$ cat config.mk
export PLATFORM = sky130hd
export DESIGN_NAME = i2c_frame_builder
export DESIGN_NICKNAME = d
export VERILOG_FILES = /design/src/rtl/i2c_frame_builder.sv
export SDC_FILE = /design/constraint.sdc
export NUM_CORES = 1
export LEC_CHECK = 0
export ABC_AREA = 1
export BUFFER_PORTS_ARGS = -buffer_cell sky130_fd_sc_hd__buf_4
export CAP_MARGIN = 5
export CORE_ASPECT_RATIO = 0.5
export CORE_MARGIN = 4
export CORE_UTILIZATION = 50
export CTS_CLUSTER_DIAMETER = 100
export CTS_CLUSTER_SIZE = 28
export DETAILED_ROUTE_END_ITERATION = 10
export PLACE_DENSITY = 0.78
export SLEW_MARGIN = 20
export SYNTH_ARGS = -nofsm -noshare
export SYNTH_HDL_FRONTEND = slang
export SYNTH_SLANG_ARGS = --single-unit
$ cat constraint.sdc
create_clock -name clk -period 1.7 [get_ports clk]
set_input_delay 0.17 -clock clk [delete_from_list [all_inputs] [get_ports clk]]
set_output_delay 0.17 -clock clk [all_outputs]
set_load 0.01 [all_outputs]
$ cat src/rtl/i2c_frame_builder.sv
// i2c_frame_builder
// Collects payload bytes from a valid/ready stream and packs them MSB byte
// first into a NUM_BYTES-byte frame for the I2C byte-sequencing master.
// An optional two's-complement checksum byte goes in the last slot. The
// finished frame is then held stable while tx_enable stays high. tx_enable
// drops when the master reports completion, or when the transmit timeout
// expires, whichever comes first.

module i2c_frame_builder #(
   parameter int NUM_BYTES      = 13,
   parameter int CHECKSUM_EN    = 1,
   parameter int TIMEOUT_CYCLES = 1000000
) (
   input  logic                     clk,
   input  logic                     rst,
   input  logic [7:0]               byte_in,
   input  logic                     byte_valid,
   input  logic                     byte_last,
   output logic                     byte_ready,
   output logic [8*NUM_BYTES-1:0]   frame_out,
   output logic                     tx_enable,
   input  logic                     tx_complete,
   output logic                     busy,
   output logic [15:0]              frame_count,
   output logic                     err_timeout
);

   localparam int FRAME_W = 8 * NUM_BYTES;
   // Number of slots filled from the stream; the checksum takes the last one.
   localparam int P       = (CHECKSUM_EN != 0) ? NUM_BYTES - 1 : NUM_BYTES;
   localparam int IDX_W   = $clog2(NUM_BYTES + 1);
   localparam int CNT_W   = $clog2(TIMEOUT_CYCLES + 1);

   typedef enum logic [1:0] {
      FILL    = 2'd0,
      ZPAD    = 2'd1,
      CSUM    = 2'd2,
      WAIT_TX = 2'd3
   } state_t;

   state_t            state;
   logic [IDX_W-1:0]  idx;
   logic [7:0]        sum;
   logic [CNT_W-1:0]  cnt;

   // The checksum byte makes the modulo-256 sum of the whole frame zero.
   function automatic logic [7:0] csum_byte(input logic [7:0] s);
      return (~s) + 8'd1;
   endfunction

   // byte_ready follows the state only, so a stalled upstream cannot form a
   // combinational loop. It is also gated by reset so that nothing is offered
   // while the block is held in reset.
   always_comb begin
      byte_ready = (state == FILL) && rst;
      busy       = (state != FILL);
   end

   // Frame assembly, checksum, transmit hand-off and timeout sequencing.
   always_ff @(posedge clk or negedge rst) begin
      if (!rst) begin
         state       <= FILL;
         idx         <= '0;
         sum         <= '0;
         cnt         <= '0;
         frame_out   <= '0;
         tx_enable   <= 1'b0;
         frame_count <= '0;
         err_timeout <= 1'b0;
      end else begin
         case (state)
            FILL: begin
               if (byte_valid) begin
                  // Place the accepted byte in slot idx. Slot 0 is the MSB byte.
                  for (int i = 0; i < NUM_BYTES; i++) begin
                     if (IDX_W'(i) == idx)
                        frame_out[FRAME_W-1-8*i -: 8] <= byte_in;
                  end
                  sum <= sum + byte_in;
                  idx <= idx + 1'b1;
                  if (idx == IDX_W'(P - 1)) begin
                     // The payload is full. A byte_last on this byte adds nothing.
                     if (CHECKSUM_EN != 0) begin
                        state <= CSUM;
                     end else begin
                        state     <= WAIT_TX;
                        tx_enable <= 1'b1;
                     end
                  end else if (byte_last) begin
                     state <= ZPAD;
                  end
               end
            end

            ZPAD: begin
               // Zero every payload slot not yet written. The previous frame's
               // bytes must not leak into this one.
               for (int i = 0; i < P; i++) begin
                  if (IDX_W'(i) >= idx)
                     frame_out[FRAME_W-1-8*i -: 8] <= 8'h00;
               end
               if (CHECKSUM_EN != 0) begin
                  state <= CSUM;
               end else begin
                  state     <= WAIT_TX;
                  tx_enable <= 1'b1;
               end
            end

            CSUM: begin
               frame_out[7:0] <= csum_byte(sum);
               tx_enable      <= 1'b1;
               state          <= WAIT_TX;
            end

            WAIT_TX: begin
               // Completion is checked first so that it wins over a
               // timeout on the same edge.
               if (tx_complete) begin
                  tx_enable   <= 1'b0;
                  frame_count <= frame_count + 16'd1;
                  idx         <= '0;
                  sum         <= '0;
                  cnt         <= '0;
                  state       <= FILL;
               end else if (cnt == CNT_W'(TIMEOUT_CYCLES - 1)) begin
                  err_timeout <= 1'b1;
                  tx_enable   <= 1'b0;
                  idx         <= '0;
                  sum         <= '0;
                  cnt         <= '0;
                  state       <= FILL;
               end else begin
                  cnt <= cnt + 1'b1;
               end
            end

            default: begin
               state <= FILL;
            end
         endcase
      end
   end

endmodule
==> impl_summary.md <==
Drt
The wire length on met3 is 1730 um. The length of the first detailed-routing pass in iterations is 6. The DRC violation count after routing is 0. The wire length on met2 is 10200 um. The total number of vias is 6756.

The length of routed wiring on met1 is 8810 um. In this run the top signal layer used is met4. The antenna violation net count after detailed routing is 0.

The post-detailed-route wirelength per cell is 16.9 um. Wires add up to 21200 um. The detailed router finished its first iteration with 484 violations. The mean number of vias per cell is 5.40.

Global route
The first global-routing pass estimated 33300 um of wire. The total routing resource utilization after global routing is 25.2%. The via count of the first global-routing pass came to 6623. Entering global routing, the biggest net connects 84 pins.

The number of antenna violations at the first check in global routing is 0. The total overflow left after global routing is 0.

Finish
The final cell utilization of the core is 72.1%. The finished cells cover 10000 um2. The number of nets in the layout is 1078. The number of cells in the finished layout apart from fillers is 1251. The signed area change from the synthesized netlist to the final layout is 37.3%. The commonest non-fill, non-tap cell in the layout is sky130_fd_sc_hd__nand2_1.

The top cell types in the final layout, fill and taps aside, are 241 x sky130_fd_sc_hd__nand2_1, 184 x sky130_fd_sc_hd__buf_4, 153 x sky130_fd_sc_hd__dfrtp_1. The number of antenna diodes in the final layout is 0. The number of inserted filler cells in the final layout is 992. Cells with a size suffix above 1 make up 31.3% of the layout.

Critical path
In this run the worst path has a maximum fanout of 4. STA classifies the critical path endpoint as a primary output. The worst setup path is launched from a register.

The signal on the critical path passes through inv_2, ha_4, buf_4, nand2_1, inv_1, buf_4. On the critical path, the stage with the largest delay is an instance of sky130_fd_sc_hd__dfrtp_1. The worst register-to-register path has a depth of 12. The worst endpoint data arrival time is 1.57 ns. The required time at the endpoint of the critical path is 1.53 ns. On the worst path, the slowest cell contributes a delay of 0.41 ns. The category of the critical setup timing path is register to primary output.

The library cell appearing most often on the critical path is sky130_fd_sc_hd__buf_4.

Synthesis
Summed over all instances, the cell type with the most area after synthesis is sky130_fd_sc_hd__dfrtp_1. The average instance in the mapped netlist occupies 8.57 um2. The number of nets handed over by synthesis was 886.

The number of instances in the synthesized netlist is 854. By area the synthesized netlist is led by sky130_fd_sc_hd__dfrtp_1 53%, sky130_fd_sc_hd__nand2_1 13%, sky130_fd_sc_hd__o21ai_0 4.0%. After synthesis, the largest area contributor takes up 53.4% of total cell area. The most used flip-flop cell after synthesis is sky130_fd_sc_hd__dfrtp_1. The synthesized netlist contains 39 unique library cells. For this run, asynchronously set or reset flops after synthesis account for 100%. The post-synthesis sequential area ratio is 53.4%. In this run the cell area of the synthesized design comes to 7310 um2.

The synthesized flop and latch total is 156. Yosys mapped a number of flops with a built-in enable equal to 0. The count of synthesis-stage warnings from yosys is 0.

Placement
The final estimated routing congestion in global placement is 0.892. The placed instances occupy a cell area of 8940 um2. The cell count after placement is 1204. The number of buffers added on ports is 136.

The wire-length estimate of the detail-placed layout is 13900 um.

STA
The share of the clock period used by the worst path is 102%. The max-slew headroom at the worst pin is 71.1%. The number of hold violations in the final report was 0.

The number of endpoints failing setup at the final stage is 7. Setup repair after global routing could not meet its margin everywhere. The worst-case clock skew is 0.0128 ns.

Subtracting the final worst setup slack from the clock period gives 1.74 ns. The maximum operating frequency is 576 MHz. The slew at the pin closest to its max-slew limit is 0.434 ns. The final setup slack of the worst path is -0.0366 ns. The count of final max-slew check failures is 0.

CTS
The number of clock buffers inserted by TritonCTS is 17. After clock tree synthesis, the clock-pin slew on the worst setup and hold paths is 0.07 ns. In this run the number of H-tree levels came out at 4. The CTS sink count is 156. The maximum clock insertion buffer count is 2. Clock tree synthesis selected as its root buffer the cell sky130_fd_sc_hd__clkbuf_16. The TritonCTS clock tree is yes. The clock insertion delay at the later pin of the skew report is 0.43 ns.

Run
The max-cap violation count is 0.

Die
The initialized floorplan defines 30 standard-cell rows. The die outline height is 93.5 um. The floorplan die width is 179 um. The initial utilization of the core area, before any placement, comes to 52.5%.

The area of the placeable core is 13900 um2. The number of top-level pins is 137. The die covers 16700 um2.

Power and ir drop
For this design the ratio of total power to cell area is 2100 nW/um2. The maximum ir drop on the vdd rail is 1.12 mV. The analysis attributes to cell leakage a power of 0.00493 uW.

Status
The flow ran to the end, but the final reports show violations. The final reports fail on negative setup slack.

Worst hold path
The hold path depth is 3. The tightest min-delay check is of the primary input to register type.
flip-flops by register name, indices dropped and copies added (netlist names):
register,count
cnt,20
err_timeout,1
frame_count,16
frame_out,104
idx,4
state,2
sum,8
tx_enable,1
critical path, delay by kind of cell (launching register included):
kind	cells	cell delay, ns
flip-flops	1	0.41
buffers and inverters	4	0.45
adder cells (fa/ha/maj)	1	0.20
AND/OR/NAND/NOR	1	0.08
metal layers:
metal	up-vias	track usage [%]
met4	0	8.74
met1	3262	33.1
li1	3153	-
met3	48	5.74
met2	293	41.4
met5	-	0
through the flow:
step | setup TNS (ns) | setup WS [ns] | power (uW) | hold slack, ns
after floorplan | 0 | 0.00870 | 11400 | -0.126
final | -0.131 | -0.0366 | 21000 | 0.0295
after CTS | -0.268 | -0.0384 | 20200 | 0.0116
after global placement | -0.836 | -0.0528 | 15400 | 0.254
after detailed placement | -3.81 | -0.136 | 15800 | 0.255
after global routing | -5.01 | -0.122 | 22400 | 0.0345
cells by family after synthesis:
logic type      share of synthesized area [%]
mux                                     0.154
simple gates                             23.4
compound gates                           10.4
xor+xnor                                 3.23
buf+inv                                  6.09
fa+ha+maj                                3.35
flops                                    53.4
final timing paths:
| path | from | endpoint | slack, ns |
|---|---|---|---|
| setup reg to reg | state[1]$_DFFE_PN0P_ | frame_out[76]$_DFFE_PN0P_ | -0.03 |
| hold / removal | byte_in[3] | frame_out[3]$_DFFE_PN0P_ | 0.03 |
| hold reg to reg | tx_enable$_DFFE_PN0P_ | tx_enable$_DFFE_PN0P_ | 0.47 |
| setup / recovery | state[1]$_DFFE_PN0P_ | byte_ready | -0.04 |
| max in group asynchronous | rst | frame_out[75]$_DFFE_PN0P_ | 0.99 |
| min in group asynchronous | rst | idx[0]$_DFFE_PN0P_ | 0.35 |
report_power, final:
group          internal (uW)  switching (uW)  leakage (uW)
clock                   1980            1810      0.000285
sequential              5250            1200       0.00199
combinational           4810            5980       0.00265
total                  12000            8990       0.00493
cells in the mapped netlist, types with 7 or more instances:
master	instances
sky130_fd_sc_hd__nand2_1	255
sky130_fd_sc_hd__dfrtp_1	156
sky130_fd_sc_hd__nor2_1	71
sky130_fd_sc_hd__inv_1	67
sky130_fd_sc_hd__o21ai_0	58
sky130_fd_sc_hd__nand3_1	49
sky130_fd_sc_hd__a21oi_1	33
sky130_fd_sc_hd__o21ai_1	26
sky130_fd_sc_hd__xor2_1	22
sky130_fd_sc_hd__ha_1	18
sky130_fd_sc_hd__clkbuf_1	12
sky130_fd_sc_hd__nand4_1	12
sky130_fd_sc_hd__buf_2	9
sky130_fd_sc_hd__nor3_1	7
what timing repair did:
item / CTS / global route
hold endpoints to repair: 156 / 0
cloned: 2 / 2
hold buffers: 1 / 0
pin swaps: 8 / 21
endpoints found under the setup margin: 89 / 136
setup buffers: 6 / 4
gates resized for setup: 21 / 87
area by class of cell:
cell class / instances / area, um2 / area share (%)
multi-input combinational: 597 / 3330 / 33.2
inverter: 73 / 290 / 2.89
sequential: 156 / 3910 / 38.9
clock buffer: 17 / 425 / 4.24
timing repair buffer: 200 / 1670 / 16.6
tap: 192 / 240 / 2.39
timing repair inverter: 1 / 7.51 / 0.0748
clock inverter: 15 / 171 / 1.71
No activity file was read; power rests on OpenSTA's default activity.
